### src/rtl/reshape_pkg.sv
// Shared encodings for the reshape sequencer: state codes seen on State_RE,
// one-hot op codes and the host clear command.
package reshape_pkg;

    typedef enum logic [3:0] {
        ST_IDLE = 4'b0000,
        ST_LOAD = 4'b0001,
        ST_DMA  = 4'b0010,
        ST_RUN  = 4'b0011,
        ST_ERR  = 4'b1110,
        ST_DONE = 4'b1111
    } re_state_e;

    localparam logic [3:0] OP_CONCAT   = 4'b0001;
    localparam logic [3:0] OP_ROUTE    = 4'b0010;
    localparam logic [3:0] OP_MAXPOOL  = 4'b0100;
    localparam logic [3:0] OP_UPSAMPLE = 4'b1000;
    localparam logic [3:0] CMD_CLEAR   = 4'b1111;
    localparam logic [3:0] SWITCH_RE   = 4'b1000;

    function automatic logic is_onehot4(input logic [3:0] v);
        return (v != 4'b0000) && ((v & (v - 4'd1)) == 4'b0000);
    endfunction

endpackage

### src/rtl/reshape_beat_calc.sv
// Combinational beat-count calculator: expected input/output beats for the
// latched op and geometry, plus a flag for illegal or unrepresentable jobs.
module reshape_beat_calc
    import reshape_pkg::*;
#(
    parameter int WIDTH_FEATURE_SIZE = 12,
    parameter int WIDTH_BEAT         = 32
) (
    input  logic [3:0]                    op_i,
    input  logic [WIDTH_FEATURE_SIZE-1:0] cols_i,
    input  logic [WIDTH_FEATURE_SIZE-1:0] groups_i,
    output logic [WIDTH_BEAT-1:0]         expected_in_o,
    output logic [WIDTH_BEAT-1:0]         expected_out_o,
    output logic                          err_o
);

    // Wide enough for cols*cols*groups*4 so overflow is detected, not wrapped.
    localparam int PW = 3 * WIDTH_FEATURE_SIZE + 2;

    logic [PW-1:0] cols_w;
    logic [PW-1:0] half_w;
    logic [PW-1:0] groups_w;
    logic [PW-1:0] in_total;
    logic [PW-1:0] out_total;

    always_comb begin
        cols_w    = PW'(cols_i);
        half_w    = PW'(cols_i >> 1);
        groups_w  = PW'(groups_i);
        in_total  = cols_w * cols_w * groups_w;
        out_total = in_total;
        case (op_i)
            OP_ROUTE:    out_total = in_total >> 1;
            OP_MAXPOOL:  out_total = half_w * half_w * groups_w;
            OP_UPSAMPLE: out_total = in_total << 2;
            default:     out_total = in_total;
        endcase
        err_o = (cols_i == '0) || (groups_i == '0)
             || ((op_i == OP_ROUTE) && groups_i[0])
             || ((in_total >> WIDTH_BEAT) != '0)
             || ((out_total >> WIDTH_BEAT) != '0);
        expected_in_o  = WIDTH_BEAT'(in_total);
        expected_out_o = WIDTH_BEAT'(out_total);
    end

endmodule

### src/rtl/reshape_ctrl.sv
// Reshape sequencer: decodes the host command, sizes the job, launches DMA,
// counts stream beats and reports progress on State_RE.
module reshape_ctrl
    import reshape_pkg::*;
#(
    parameter int WIDTH_FEATURE_SIZE = 12,
    parameter int WIDTH_BEAT         = 32
) (
    input  logic                          clk,
    input  logic                          rst,
    input  logic [3:0]                    Switch,
    input  logic [7:0]                    Control_RE,
    input  logic [31:0]                   Reg_7,
    input  logic                          S_Valid,
    input  logic                          S_Ready,
    input  logic                          M_Valid,
    input  logic                          M_Ready,
    output logic [3:0]                    State_RE,
    output logic                          DMA_Read_Start,
    output logic                          DMA_Write_Start,
    output logic                          RE_Start,
    output logic [3:0]                    RE_Op,
    output logic [WIDTH_FEATURE_SIZE-1:0] RE_Cols,
    output logic [WIDTH_FEATURE_SIZE-1:0] RE_Groups,
    output logic                          RE_Abort,
    output logic                          introut_RE
);

    // Streams are monitored only: a beat is a cycle with valid && ready high.

    re_state_e                     state_q;
    logic [3:0]                    op_q;
    logic [WIDTH_FEATURE_SIZE-1:0] cols_q;
    logic [WIDTH_FEATURE_SIZE-1:0] groups_q;
    logic [WIDTH_BEAT-1:0]         exp_in_q;
    logic [WIDTH_BEAT-1:0]         exp_out_q;
    logic [WIDTH_BEAT-1:0]         in_cnt_q;
    logic [WIDTH_BEAT-1:0]         out_cnt_q;
    logic                          rd_start_q;
    logic                          wr_start_q;
    logic                          re_start_q;
    logic                          abort_q;
    logic                          irq_q;

    logic [3:0]            cmd;
    logic                  cmd_clear;
    logic [WIDTH_BEAT-1:0] calc_in;
    logic [WIDTH_BEAT-1:0] calc_out;
    logic                  calc_err;
    logic                  unused_bits;

    assign cmd         = Control_RE[3:0];
    assign cmd_clear   = (cmd == CMD_CLEAR);
    assign unused_bits = ^{Control_RE[7:4], Reg_7};

    reshape_beat_calc #(
        .WIDTH_FEATURE_SIZE (WIDTH_FEATURE_SIZE),
        .WIDTH_BEAT         (WIDTH_BEAT)
    ) u_beat_calc (
        .op_i           (op_q),
        .cols_i         (cols_q),
        .groups_i       (groups_q),
        .expected_in_o  (calc_in),
        .expected_out_o (calc_out),
        .err_o          (calc_err)
    );

    always_ff @(posedge clk or negedge rst) begin
        if (!rst) begin
            state_q    <= ST_IDLE;
            op_q       <= '0;
            cols_q     <= '0;
            groups_q   <= '0;
            exp_in_q   <= '0;
            exp_out_q  <= '0;
            in_cnt_q   <= '0;
            out_cnt_q  <= '0;
            rd_start_q <= 1'b0;
            wr_start_q <= 1'b0;
            re_start_q <= 1'b0;
            abort_q    <= 1'b0;
            irq_q      <= 1'b0;
        end else begin
            rd_start_q <= 1'b0;
            wr_start_q <= 1'b0;
            re_start_q <= 1'b0;
            abort_q    <= 1'b0;
            irq_q      <= 1'b0;
            // Clear outside IDLE: acknowledges DONE/ERR, aborts an active job.
            if (cmd_clear && (state_q != ST_IDLE)) begin
                abort_q   <= (state_q == ST_LOAD) || (state_q == ST_DMA) || (state_q == ST_RUN);
                state_q   <= ST_IDLE;
                op_q      <= '0;
                cols_q    <= '0;
                groups_q  <= '0;
                exp_in_q  <= '0;
                exp_out_q <= '0;
                in_cnt_q  <= '0;
                out_cnt_q <= '0;
            end else begin
                case (state_q)
                    ST_IDLE: begin
                        if ((Switch == SWITCH_RE) && is_onehot4(cmd)) begin
                            op_q      <= cmd;
                            cols_q    <= Reg_7[WIDTH_FEATURE_SIZE-1:0];
                            groups_q  <= Reg_7[16 +: WIDTH_FEATURE_SIZE];
                            in_cnt_q  <= '0;
                            out_cnt_q <= '0;
                            state_q   <= ST_LOAD;
                        end
                    end
                    ST_LOAD: begin
                        exp_in_q  <= calc_in;
                        exp_out_q <= calc_out;
                        if (calc_err) begin
                            irq_q   <= 1'b1;
                            state_q <= ST_ERR;
                        end else begin
                            // Launch pulses line up with the DMA state.
                            rd_start_q <= 1'b1;
                            wr_start_q <= 1'b1;
                            re_start_q <= 1'b1;
                            state_q    <= ST_DMA;
                        end
                    end
                    ST_DMA: state_q <= ST_RUN;
                    ST_RUN: begin
                        if (S_Valid && S_Ready && (in_cnt_q != exp_in_q)) begin
                            in_cnt_q <= in_cnt_q + 1'b1;
                        end
                        if (M_Valid && M_Ready && (out_cnt_q != exp_out_q)) begin
                            out_cnt_q <= out_cnt_q + 1'b1;
                        end
                        if ((in_cnt_q == exp_in_q) && (out_cnt_q == exp_out_q)) begin
                            irq_q   <= 1'b1;
                            state_q <= ST_DONE;
                        end
                    end
                    ST_ERR, ST_DONE: ;
                    default: state_q <= ST_IDLE;
                endcase
            end
        end
    end

    assign State_RE        = state_q;
    assign DMA_Read_Start  = rd_start_q;
    assign DMA_Write_Start = wr_start_q;
    assign RE_Start        = re_start_q;
    assign RE_Op           = op_q;
    assign RE_Cols         = cols_q;
    assign RE_Groups       = groups_q;
    assign RE_Abort        = abort_q;
    assign introut_RE      = irq_q;

endmodule

### config.mk
export PLATFORM = sky130hd
export DESIGN_NAME = reshape_ctrl
export DESIGN_NICKNAME = d
export VERILOG_FILES = /design/src/rtl/reshape_pkg.sv /design/src/rtl/reshape_beat_calc.sv /design/src/rtl/reshape_ctrl.sv
export SDC_FILE = /design/constraint.sdc
export NUM_CORES = 2
export LEC_CHECK = 0
export CORE_AREA = 2 2 327 329
export CTS_BUF_LIST = sky130_fd_sc_hd__clkbuf_8
export DETAILED_ROUTE_END_ITERATION = 16
export DIE_AREA = 0 0 329 331
export GPL_TIMING_DRIVEN = 0
export HOLD_SLACK_MARGIN = 0.12
export REMOVE_ABC_BUFFERS = 1
export SLEW_MARGIN = 10
export SYNTH_ARGS = -nofsm -noshare
export SYNTH_HDL_FRONTEND = slang
export SYNTH_SLANG_ARGS = --single-unit
### constraint.sdc
create_clock -name clk -period 19.5 [get_ports clk]
set_input_delay 3.9 -clock clk [delete_from_list [all_inputs] [get_ports clk]]
set_output_delay 3.9 -clock clk [all_outputs]
set_load 0.005 [all_outputs]
After elaboration in Yosys (flattened, before gate mapping) --
Cells that the tools add are included.
Word-level totals: register bits 163, bits of input ports 50, output and inout bits 37, word-level logic and storage cells 104
Operators by class: add/sub/neg operators 3, multipliers 4, eq/ne operators 19, muxes and demuxes 34, bitwise gates (word level) 1, reductions and logical operators 32
Operators by type and width (number):
- $mux 32 | 9
- $pmux 32 s2 | 2
- $pmux 38 s3 | 1
- $reduce_bool 38->1 | 2
- $mux 12 | 6
- $add 32x1->32 const B | 2
- $eq 32x32->1 | 2
- $ne 32x32->1 | 2
- $mul 38x12->38 | 1
- $mul 24x12->36 | 1
- $mux 4 | 7
- $logic_not 12->1 | 2
- $mul 12x12->24 | 1
- $mul 11x11->22 | 1
- $eq 4x4->1 const B | 5
- $pmux 4 s5 | 1
- $eq 4x2->1 const B | 3
- $logic_and 1x1->1 | 9
- $ne 3x2->1 const B | 3
- $reduce_and 3->1 | 3
- $logic_not 4->1 | 2
- $reduce_bool 4->1 | 2
- $mux 1 | 7
- $logic_or 1x1->1 | 6
- 11 further kinds | 13

Longest topological paths before layout --
word-level depth 8, depth in mapped cells 45, depth with buffers taken out 41

Cells and area by module --
From an unflattened synthesis, not the netlist that was laid out.
Second synthesis, totals: cells, all modules 3467, area total of the unflattened synthesis 30679.4 um^2
Modules (own cells, without submodules):
- reshape_beat_calc | instances 1, cells each 2747, area an instance 22904.5 um^2, sequential area each 0.0 um^2
- reshape_ctrl | instances 1, cells each 720, area an instance 7775.0 um^2, sequential area each 4053.9 um^2

Worst setup path after synthesis --
OpenSTA, ideal clock, no wires.
path kind reg2reg, start point register cols_q[3], in the netlist RE_Cols[3], end point register state_q[2], in the netlist State_RE[2], setup time 0.133 ns, data arrival time 10.414 ns, required time 19.367 ns, slack 8.953 ns, cell stages (with the launch flop) 41, buffers on the path 2, clock period less this slack 10.547 ns, path through dfrtp_1 clkbuf_1 nand2_1 inv_1 fa_1 fa_1 inv_1 fa_1 inv_1 fa_1 inv_1 fa_1 inv_1 ha_1 or2_2 a21oi_1 a211oi_1 o31ai_1 [... 5 more ...] fa_1 fa_1 inv_1 fa_1 fa_1 inv_1 fa_1 inv_1 ha_1 a21o_1 a21o_1 a21oi_1 and3b_1 o2111ai_1 a2111o_1 a2111o_1 nor2_1 o22ai_1
Between the ends: cells in the longest elaborated chain, start to end 8, elaborated cells between the ends (all ways) 15, classes of those cells 4 x mul; 4 x mux; 7 x reduce/logical
Ends and longest elaborated chain:
- start, declared | line reshape_ctrl.sv:33 | logic [WIDTH_FEATURE_SIZE-1:0] cols_q;
- start signal, assigned | line reshape_ctrl.sv:105 | cols_q <= Reg_7[WIDTH_FEATURE_SIZE-1:0];
- $mul 11x11->22 (tied with other cells) | line reshape_beat_calc.sv:34 | OP_MAXPOOL: out_total = half_w * half_w * groups_w;
- $mul 38x12->38 (tied with other cells) | line reshape_beat_calc.sv:34
- $pmux 38 s3 (tied with other cells) | line reshape_beat_calc.sv:32 | case (op_i)
- $reduce_bool 38->1 or $logic_or 1x1->1 (tied branches) | line reshape_beat_calc.sv:41, reshape_beat_calc.sv:40
- $logic_or 1x1->1 * | line reshape_beat_calc.sv:41 | || ((out_total >> WIDTH_BEAT) != '0);
- $mux 4 * | line reshape_ctrl.sv:115 | if (calc_err) begin
- $pmux 4 s5 * | line reshape_ctrl.sv:101 | case (state_q)
- $mux 4 * | line reshape_ctrl.sv:90 | if (cmd_clear && (state_q != ST_IDLE)) begin
- end signal, assigned | line reshape_ctrl.sv:92 | state_q <= ST_IDLE;
- end signal, assigned | line reshape_ctrl.sv:109 | state_q <= ST_LOAD;
- end signal, assigned | line reshape_ctrl.sv:117 | state_q <= ST_ERR;
- end, declared | line reshape_ctrl.sv:31 | re_state_e state_q;
Every way passes the cells marked *; elsewhere a longest branch is shown, timed or not. A chain may end at the register's enable or synchronous reset.

Worst setup path in the final report --
start point register cols_q[8], in the netlist RE_Cols[8], end point register state_q[2], in the netlist State_RE[2]
Same word-level chain as after synthesis.

==> impl_metrics.py <==
metrics = {
    "power": {
        "combinationalPowerShare_pct": 23.8,
        "power_per_cell_area_mw_per_mm2": 25.7,
        "leakagePower_nw": 16.9,
        "clock_power_share_pct": 31.8,
        "irDropWorstVdd_mv": 0.0379,
        "power_switching_mw": 0.349,
        "sequentialPowerShare_pct": 44.4,
        "p_int_mw": 0.531,
        "power_switching_share_pct": 39.7,
    },
    "sta": {
        "final.setup_skew_ps": 43.5,
        "fin_crit_ps": 12910,
        "final-setup-viol-count": 0,
        "drv_slew": 0,
        "worstMarginPinSlew_ps": 1380,
        "rsz0062_at_grt": "no",
        "max_freq_mhz": 77.5,
        "max_slew_margin_pct": 7.20,
        "setup_slack_ps": 6590,
        "period_share_pct": 66.2,
        "final.setup.tns_ps": 0,
        "final-hold-violation-count": 0,
    },
    "clock_tree": {
        "cts.repair_timing.setup_buffer_count": 0,
        "worstSkewPairLatency_ps": 590,
        "clkTransAtPathRegs_ps": 150,
        "clock_tree.buffer_depth": 2,
        "cts_sinks": 162,
        "cts-root-buf": "clkbuf_8",
        "cts-buffers-inserted": 17,
        "ctsHtreeMaxLevel": 4,
        "cts_tree": "yes",
        "ctsHoldBuffers": 0,
        "post_cts.resized_instances": 0,
    },
    "setup_path": {
        "worst_path_largest_cell_delay_ps": 1030,
        "worstPathMaxFanout": 38,
        "critical_r2r_capture": "State_RE[2]",
        "worstPathBufferInverterCount": 5,
        "crit_path_frequent_cell": "fa_1",
        "worst_setup_path_end_kind": "flip-flop",
        "worstSetupPathType": "flip-flop to flip-flop",
        "cpLargestDelayFamily": "adder cells",
        "r2r.worst_path.cells": 33,
        "worst_r2r_startpoint": "RE_Cols[8]",
        "critical_path.slowest_cell": "xnor2_1",
        "cp_num_cells": 33,
        "critPathLaunchType": "flip-flop",
        "worst-endpoint-required_ps": 19920,
        "crit_path_start": "RE_Cols[8]",
        "cp.arrival_ps": 13330,
        "timing.critical_path.to": "State_RE[2]",
        "r2r_slack_ps": 6590,
    },
    "layout": {
        "filler_cell_count": 10900,
        "multi_input_comb_area_mm2": 0.0243,
        "layout.nets": 4417,
        "final_standard_cell_utilization_of_the_core_pct": 32.7,
        "areaGrowthSynthToFinish_pct": 8.92,
        "postLayoutCellArea_mm2": 0.0343,
        "final-seq-area_mm2": 0.00407,
        "drive_above_1_share_pct": 3.75,
        "mostFrequentLayoutCell": "inv_1",
        "top_library_cells_by_usage_in_the_layout_fill_and_taps_aside": "671 x inv_1, 504 x nand2_1, 503 x fa_1, 249 x ha_1, 227 x and2_1",
    },
    "routing": {
        "vias_per_cell": 4.97,
        "route.final.wire_length_mm": 86.1,
        "first_iter_violations": 1865,
        "via_count": 25000,
        "ant_nets": 0,
        "drc_viols": 0,
        "drt-wirelength-per-cell_um": 17.2,
        "drt_pass1_iterations": 5,
    },
    "synthesis": {
        "netlist_instances": 3697,
        "synth.avg_cell_area_um2": 8.52,
        "area_of_the_mapped_netlist_mm2": 0.0315,
        "ys_seq_elements": 162,
        "ys.warnings.count": 0,
        "ys_seq_area_share_pct": 12.9,
        "synth.distinct_cells": 86,
        "ys_async_sr_fraction_pct": 100,
        "dominantRegCellSynth": "dfrtp_1",
        "synth-edff-count": 0,
    },
    "floorplan": {
        "placement_rows": 119,
        "fp.dieArea_mm2": 0.109,
        "die_y_um": 331,
        "die_width_um": 329,
        "floorplan.initialDensity_pct": 30.0,
        "core-area_mm2": 0.105,
        "boundaryPins": 87,
    },
    "status": {
        "status": "finished, final reports clean",
    },
    "global_route": {
        "grt_antenna_before_repair": 1,
        "grt_pass1_vias": 25700,
        "grt.total_usage_pct": 16.2,
        "grtUsageMet3_pct": 1.48,
        "use_met1_pct": 22.4,
        "grt-ovfl-total": 0,
        "top_usage_layer": "met2",
        "global_route_wire_length_before_repair_mm": 140,
        "met2_global_route_usage_pct": 27.4,
        "grt_start_max_net_pins": 106,
    },
    "run": {
        "maxCapViolations": 0,
    },
    "place": {
        "pre_cts_slack_ps": 6580,
        "gp_routability_congestion": 0.870,
        "port-buffer-count": 74,
        "cell_area_after_placement_mm2": 0.0339,
        "hpwlAfterDp_mm": 68.1,
    },
    "hold_path": {
        "min_path_type": "flip-flop to flip-flop",
    },
}
## metrics by stage
stage | hold slack [ps] | power, mW | cells
floorplan | 460 | 0.496 | 3491
global placement | 474 | 0.593 | 4956
detailed placement | 487 | 0.606 | 4987
CTS | 511 | 0.890 | 5019
global route | 543 | 0.925 | 5020
finish | 508 | 0.881 | 5021
## registers in the layout, summed over array words and instances (netlist names)
| name | cells |
|---|---|
| RE_Cols | 12 |
| out_cnt_q | 32 |
| RE_Op | 4 |
| RE_Groups | 12 |
| introut_RE | 1 |
| in_cnt_q | 32 |
| exp_in_q | 32 |
| exp_out_q | 32 |
| RE_Abort | 1 |
| State_RE | 3 |
| RE_Start | 1 |
## power groups by stage
stage	Sequential, mW	Clock (mW)	Combinational [mW]
final	0.391	0.280	0.210
after global routing	0.394	0.301	0.230
after CTS	0.390	0.289	0.210
after detailed placement	0.397	0	0.209
after global placement	0.406	0	0.188
after floorplan	0.385	0	0.111
## cells in the mapped netlist (all sizes together), types with 6 or more instances
cell type  count  share of area, %
inv          672               8.0
nand2        505               6.0
fa           503                32
ha           249               9.9
and2         227               4.5
clkbuf       185               2.2
dfrtp        162                13
o21ai        157               2.5
xnor2        126               3.5
nor2         124               1.5
a21oi        116               1.8
nand3         87               1.4
xor2          59               1.6
nor3          40              0.67
nand4         39              0.77
a21o          38              0.91
and3          37              0.74
a22o          28              0.78
a31oi         27              0.56
a211oi        25              0.64
nand2b        25              0.50
buf           21              0.32
nor2b         18              0.36
o22ai         15              0.30
or3           15              0.30
o211ai        14              0.35
nor4          12              0.24
a221oi        11              0.31
o21bai        11              0.26
o31ai         11              0.26
o21a          10              0.24
o311ai        10              0.28
nor3b          9              0.21
a31o           7              0.19
nor4b          6              0.21
## cells by family after synthesis
kind of cell	share of synthesized area (%)
muxes	0.167
DFF	12.9
AOI/OAI and AO/OA	11.4
buffers and inverters	10.6
xor gates and xnor gates	5.15
adders and majority gates	41.9
and+or+nand+nor	17.9
## metal layers
metal / wire [um] / up-vias
li1: - / 11600
met5: 0 / -
met1: 40600 / 12700
met3: 3490 / 93
met2: 40600 / 608
met4: 1440 / 0
## worst min path at each step
stage / start / endpoint / slack [ps] / cells past startpoint
final: exp_out_q[15] / exp_out_q[15] / 510 / 2
after floorplan: exp_out_q[15] / exp_out_q[15] / 460 / 2
after global placement: exp_out_q[15] / exp_out_q[15] / 470 / 2
after detailed placement: exp_out_q[15] / exp_out_q[15] / 490 / 2
after global routing: exp_out_q[6] / exp_out_q[6] / 540 / 2
after CTS: exp_out_q[15] / exp_out_q[15] / 510 / 2
## worst register-to-register path, delay by kind of cell, from the launching register on
kind            cells  cell delay [ps]
xor+xnor            1             1030
flops               1              790
simple gates        5             1490
buf+inv             5             1160
fa+ha+maj          12             5800
compound gates     10             2460
## final cells by class
| cell class | instances | share of cell area, % |
|---|---|---|
| flip-flops and latches | 162 | 11.9 |
| clock buffers | 18 | 0.722 |
| clock inverters | 14 | 0.474 |
| inverters | 674 | 7.38 |
| diodes | 2 | 0.0146 |
| multi-input cells | 2655 | 70.8 |
| repair buffers | 105 | 3.68 |
| well taps | 1391 | 5.07 |
(Power assumes the default switching activity.)
